===== config.mk =====
export PLATFORM = sky130hd
export DESIGN_NAME = imem_fetch_ctrl
export DESIGN_NICKNAME = d
export VERILOG_FILES = /design/src/rtl/imem_pkg.sv /design/src/rtl/imem_fetch_ctrl_fetch_queue.sv /design/src/rtl/imem_fetch_ctrl.sv
export SDC_FILE = /design/constraint.sdc
export NUM_CORES = 1
export LEC_CHECK = 0
export ABC_CLOCK_PERIOD_IN_PS = 8600
export BUFFER_PORTS_ARGS = -buffer_cell sky130_fd_sc_hd__buf_4
export CORE_ASPECT_RATIO = 0.75
export CORE_MARGIN = 3
export CORE_UTILIZATION = 44
export DETAILED_ROUTE_END_ITERATION = 16
export GPL_TIMING_DRIVEN = 0
export HOLD_SLACK_MARGIN = 0.08
export PLACE_DENSITY = 0.76
export SLEW_MARGIN = 20
export SYNTH_ARGS = -nofsm -noshare
export SYNTH_HDL_FRONTEND = slang
export SYNTH_SLANG_ARGS = --single-unit

===== constraint.sdc =====
create_clock -name clk -period 8.6 [get_ports clk]
set_clock_uncertainty 0.1 [all_clocks]
set_input_delay 0.43 -clock clk [delete_from_list [all_inputs] [get_ports clk]]
set_output_delay 0.43 -clock clk [all_outputs]
set_load 0.005 [all_outputs]

===== src/rtl/imem_pkg.sv =====
// Shared types and defaults for the instruction-fetch slice: FSM states,
// queue entry layout and default memory geometry.
package imem_pkg;

  localparam int              IMEM_ADDR_W   = 32;
  localparam int              IMEM_DATA_W   = 32;
  localparam int              IMEM_DEPTH    = 100;
  localparam logic [31:0]     IMEM_RESET_PC = 32'd0;

  typedef enum logic [1:0] {
    BOOT = 2'd0,
    RUN  = 2'd1,
    HALT = 2'd2
  } state_t;

  typedef struct packed {
    logic [IMEM_ADDR_W-1:0] pc;
    logic [IMEM_DATA_W-1:0] instr;
  } fetch_entry_t;

endpackage


===== src/rtl/imem_fetch_ctrl_fetch_queue.sv =====
// Two-entry FIFO of fetch entries between the fetch sequencer and decode.
// A pop completes before a flush clears the queue; flush overrides push.
module fetch_queue
  import imem_pkg::*;
(
  input  logic         clk,
  input  logic         reset,
  input  logic         push,
  input  fetch_entry_t push_entry,
  input  logic         pop,
  input  logic         flush,
  output fetch_entry_t head,
  output logic         full,
  output logic         empty
);

  logic [1:0]   count;
  logic [1:0]   count_next;
  logic         pop_ok;
  logic         push_ok;
  fetch_entry_t slot0;
  fetch_entry_t slot1;

  assign empty   = (count == 2'd0);
  assign full    = (count == 2'd2);
  assign pop_ok  = pop & ~empty;
  assign push_ok = push & (~full | pop_ok);
  assign head    = slot0;

  always_comb begin
    count_next = count;
    if (flush) begin
      count_next = 2'd0;
    end else if (push_ok && !pop_ok) begin
      count_next = count + 2'd1;
    end else if (pop_ok && !push_ok) begin
      count_next = count - 2'd1;
    end
  end

  always_ff @(posedge clk) begin
    if (reset) begin
      count <= 2'd0;
    end else begin
      count <= count_next;
    end
  end

  // Entry storage carries no reset; occupancy is tracked by count alone.
  always_ff @(posedge clk) begin
    if (!flush) begin
      if (pop_ok) begin
        slot0 <= slot1;
        if (push_ok) begin
          if (count == 2'd1) begin
            slot0 <= push_entry;
          end else begin
            slot1 <= push_entry;
          end
        end
      end else if (push_ok) begin
        if (count == 2'd0) begin
          slot0 <= push_entry;
        end else begin
          slot1 <= push_entry;
        end
      end
    end
  end

endmodule


===== src/rtl/imem_fetch_ctrl.sv =====
// Instruction fetch sequencer: owns the PC, reads the async instruction memory
// and queues {pc,instr} toward decode. Define IMEM_LOADER_EN to let a boot loader share the memory port.
module imem_fetch_ctrl
  import imem_pkg::*;
#(
  parameter int                ADDR_W   = IMEM_ADDR_W,
  parameter int                DATA_W   = IMEM_DATA_W,
  parameter int                DEPTH    = IMEM_DEPTH,
  parameter logic [ADDR_W-1:0] RESET_PC = IMEM_RESET_PC
) (
  input  logic              clk,
  input  logic              reset,
  input  logic              redirect_valid,
  input  logic [ADDR_W-1:0] redirect_pc,
  output logic              out_valid,
  input  logic              out_ready,
  output logic [DATA_W-1:0] out_instr,
  output logic [ADDR_W-1:0] out_pc,
  output logic              fault,
  output logic [ADDR_W-1:0] mem_addr,
  input  logic [DATA_W-1:0] mem_rdata,
  output logic              mem_we,
  output logic [DATA_W-1:0] mem_wdata,
  input  logic              ld_valid,
  output logic              ld_ready,
  input  logic [ADDR_W-1:0] ld_addr,
  input  logic [DATA_W-1:0] ld_data
);

  localparam logic [ADDR_W-1:0] DEPTH_A = ADDR_W'(DEPTH);

  state_t            state;
  state_t            state_next;
  logic [ADDR_W-1:0] pc;
  logic [ADDR_W-1:0] pc_next;
  logic              fault_next;
  logic              fetch;
  logic              flush;
  logic              pop;
  logic              ld_grant;
  logic              q_full;
  logic              q_empty;
  fetch_entry_t      head;
  fetch_entry_t      push_entry;

`ifdef IMEM_LOADER_EN
  // Loader owns the memory port whenever it asks; out-of-range writes are acked but dropped.
  assign ld_grant  = ld_valid & ~reset;
  assign ld_ready  = ld_grant;
  assign mem_we    = ld_grant & (ld_addr < DEPTH_A);
  assign mem_wdata = ld_grant ? ld_data : '0;
  assign mem_addr  = ld_grant ? ld_addr : pc;
`else
  logic ld_unused;
  assign ld_unused = ^{ld_valid, ld_addr, ld_data};
  assign ld_grant  = 1'b0;
  assign ld_ready  = 1'b0;
  assign mem_we    = 1'b0;
  assign mem_wdata = '0;
  assign mem_addr  = pc;
`endif

  assign pop              = ~q_empty & out_ready;
  assign push_entry.pc    = pc;
  assign push_entry.instr = mem_rdata;

  always_ff @(posedge clk) begin
    if (reset) begin
      state <= BOOT;
      pc    <= RESET_PC;
      fault <= 1'b0;
    end else begin
      state <= state_next;
      pc    <= pc_next;
      fault <= fault_next;
    end
  end

  // Redirect beats fetch; a loader grant or a full queue without a pop stalls the PC.
  always_comb begin
    state_next = state;
    pc_next    = pc;
    fault_next = fault;
    fetch      = 1'b0;
    flush      = 1'b0;
    if (redirect_valid) begin
      flush   = 1'b1;
      pc_next = redirect_pc;
      if (redirect_pc < DEPTH_A) begin
        state_next = RUN;
        fault_next = 1'b0;
      end else begin
        state_next = HALT;
        fault_next = 1'b1;
      end
    end else begin
      case (state)
        BOOT: state_next = RUN;
        RUN: begin
          if (!ld_grant) begin
            if (pc >= DEPTH_A) begin
              state_next = HALT;
              fault_next = 1'b1;
            end else if (!q_full || pop) begin
              fetch   = 1'b1;
              pc_next = pc + ADDR_W'(1);
            end
          end
        end
        HALT: state_next = HALT;
        default: state_next = BOOT;
      endcase
    end
  end

  fetch_queue u_queue (
    .clk        (clk),
    .reset      (reset),
    .push       (fetch),
    .push_entry (push_entry),
    .pop        (pop),
    .flush      (flush),
    .head       (head),
    .full       (q_full),
    .empty      (q_empty)
  );

  assign out_valid = ~q_empty;
  assign out_pc    = q_empty ? '0 : head.pc;
  assign out_instr = q_empty ? '0 : head.instr;

endmodule


==> flow_summary.json <==
{
  "status": "finished, final reports clean",
  "nFillCells": 1199,
  "hold_class": "in -> reg",
  "ys_top_cells_by_count": "128 x edfxtp_1, 64 x nor2b_1, 59 x mux2_2",
  "critPathRequiredTime_ps": 8610,
  "p_leak_nw": 3.87,
  "cp_max_fo": 8,
  "cts_made_buffers": 17,
  "synth_cell_type_count": 46,
  "fin_crit_sh_pct": 49.1,
  "cp-end-kind": "flop",
  "start_util_pct": 45.5,
  "antenna_found_initial": 0,
  "yosys_warnings": 0,
  "yosysSeqAreaShare_pct": 65.3,
  "pwr-share-comb_pct": 6.9,
  "relSlewSlack_pct": 34.6,
  "placed_cell_area_um2": 8790,
  "finalPower_mw": 1.76,
  "rows": 39,
  "cp_common_cell": "buf_2",
  "pwr-share-clk_pct": 42.7,
  "pwr_density_cell_nw_per_um2": 183,
  "cts_sinks": 165,
  "first_pass_iters": 5,
  "cp_cell_sequence": "or4_1 -> nor4_1 -> or4b_1 -> nor4_2 -> buf_2 -> buf_2 -> buf_2 -> buf_4 -> buf_2",
  "yosys.cell_count.top_type": "edfxtp_1",
  "postRouteAntennaNets": 0,
  "drcViolationCount": 0,
  "diodes": 0,
  "seq_area_um2": 4580,
  "crit_path_start_kind": "flop",
  "p_switching_mw": 0.360,
  "synth_area_per_cell_um2": 14.5,
  "core-area_um2": 15400,
  "synth_edf_count": 128,
  "cts_setup_buffers": 0,
  "ys.flop_type": "edfxtp_1",
  "synthToLayoutAreaGrowth_pct": 36.8,
  "grtUsageTotal_pct": 19.0,
  "io_buffers": 164,
  "final_nets": 878,
  "drive_gt1_share_pct": 42.4,
  "synthArstFlopShare_pct": 0,
  "finalMaxSlewViolations": 0,
  "wire_per_inst_um": 17.6,
  "syn_area_um2": 7020,
  "max_freq_mhz": 237,
  "gp_congestion": 0.876,
  "grt_max_degree": 24,
  "top_level_ports": 265,
  "finalHoldViolCount": 0,
  "die_h_um": 115,
  "first_global_vias": 4763,
  "crit_type": "reg -> reg",
  "cts_root_buffer": "clkbuf_16",
  "die_x_um": 152,
  "cts_tree": "yes",
  "setup_viol": 0,
  "r2r_slack_ps": 4380,
  "first_iter_violations": 380,
  "p_seq_share_pct": 50.3,
  "synth_area_leaders": "edfxtp_1 55%, dfxtp_1 11%, mux2_2 9.5%",
  "final_area_um2": 9610,
  "synth-seq-cells": 165,
  "vias_per_cell": 5.03,
  "clock_path_buffers": 2,
  "syn_inst": 486,
  "crit_arrival_ps": 4230,
  "crit_family": "simple AND/OR/NAND/NOR gates",
  "p_sw_share_pct": 20.5,
  "wl_um": 16800,
  "dp.cells": 901,
  "path_clk_slew_ps": 60,
  "clkLatencyLatePin_ps": 420,
  "irDropWorstVdd_mv": 0.127,
  "critPathBufInv": 5,
  "min_period_ps": 4220,
  "drv_cap": 0,
  "cts-resized-gates": 0,
  "grt_pass1_wl_um": 26000,
  "htree_levels": 4,
  "route.vias.total": 4807,
  "stdcell_count": 955,
  "hpwl_um": 12300,
  "die-area_um2": 17500,
  "internal_power_mw": 1.40,
  "multi_input_area_um2": 2170,
  "worst_pin_slew_ps": 975,
  "grt-ovfl-total": 0,
  "rsz0062_at_grt": "false",
  "yosysTopAreaCell": "edfxtp_1",
  "slowest_delay_ps": 760,
  "slowest_stage": "nor4_2",
  "yosysTopAreaCellShare_pct": 54.7
}
## layout make-up
cell class | count | area share, %
Inverter | 15 | 0.586
Tap cell | 205 | 2.67
Sequential cell | 165 | 47.7
Multi-Input combinational cell | 282 | 22.6
Clock inverter | 7 | 0.664
Timing Repair Buffer | 199 | 16.6
Clock buffer | 25 | 5.51
Buffer | 57 | 3.63
## per-stage QoR
step | utilization (%) | TNS, ps | hold WS, ps | setup WS [ps]
after floorplan | - | 0 | 385 | 109
after global placement | 56.0 | -204370 | 416 | -3200
after detailed placement | 57.0 | 0 | 417 | 4450
after CTS | 62.1 | 0 | 80.4 | 4430
after global routing | 62.3 | 0 | 80.7 | 4230
final | 62.3 | 0 | 110 | 4380
## routing by layer
layer | global-route usage, % | share of wire (%) | wire length (um)
met1 | 25.7 | 44 | 7470
met2 | 30.3 | 48 | 8110
met3 | 5.38 | 6.2 | 1050
met4 | 6.23 | 1.0 | 176
met5 | 0 | 0 | 0
## what timing repair did
action	in CTS	in global routing
hold buffers	19	3
setup endpoints to repair	0	0
hold endpoints to repair	19	3
## power by group through the flow
stage	Clock, mW	Sequential (mW)	Combinational [mW]
detailed placement	0	0.902	0.112
global placement	0	0.902	0.108
floorplan	0	0.897	0.0568
global route	0.808	0.887	0.133
CTS	0.769	0.885	0.119
finish	0.752	0.886	0.122
## kinds of logic (layout without fill, tap and decap cells)
logic type,count (synthesis),after routing,synth area share [%]
AOI/OAI and AO/OA,52,52,6.02
xor gates and xnor gates,2,2,0.249
adders and majority gates,8,8,1.43
buffers and inverters,72,303,5.77
DFF,165,165,65.3
muxes,66,66,10.6
other,1,34,0.0534
and+or+nand+nor,120,120,10.6
## final timing paths
| path | startpoint | to | depth (start not counted) |
|---|---|---|---|
| worst max-delay path | mem_addr[10]$_SDFFE_PP0P_ | u_queue.slot1[3]$_DFFE_PP_ | 9 |
| worst min-delay path | mem_rdata[12] | u_queue.slot1[12]$_DFFE_PP_ | 1 |
| worst max register to register | mem_addr[10]$_SDFFE_PP0P_ | u_queue.slot1[3]$_DFFE_PP_ | 9 |
| worst min register to register | mem_addr[6]$_SDFFE_PP0P_ | u_queue.slot1[38]$_DFFE_PP_ | 0 |
## state kept, by name, indices dropped and copies added (netlist names)
register       count
u_queue.head      64
u_queue.slot1     64
mem_addr          32
state              2
u_queue.count      2
fault              1
## placed cells by master (no fill, tap or decap), types with 3 or more instances in the layout
master	n
buf_4	201
edfxtp_1	128
nor2b_1	64
mux2_2	59
dfxtp_1	37
conb_1	34
a22o_1	23
dlygate4sd3_1	22
clkbuf_1	21
clkbuf_16	20
inv_1	15
buf_2	13
nor2_1	11
nor4_1	10
ha_1	8
mux2_1	6
nand4_1	6
nor3_1	5
nand2_1	4
a21oi_1	4
o21ai_0	4
nand3_1	4
a31o_2	3
a311oi_1	3
a31oi_1	3
inv_4	3
clkinv_2	3
buf_16	3
(Power assumes the default switching activity.)
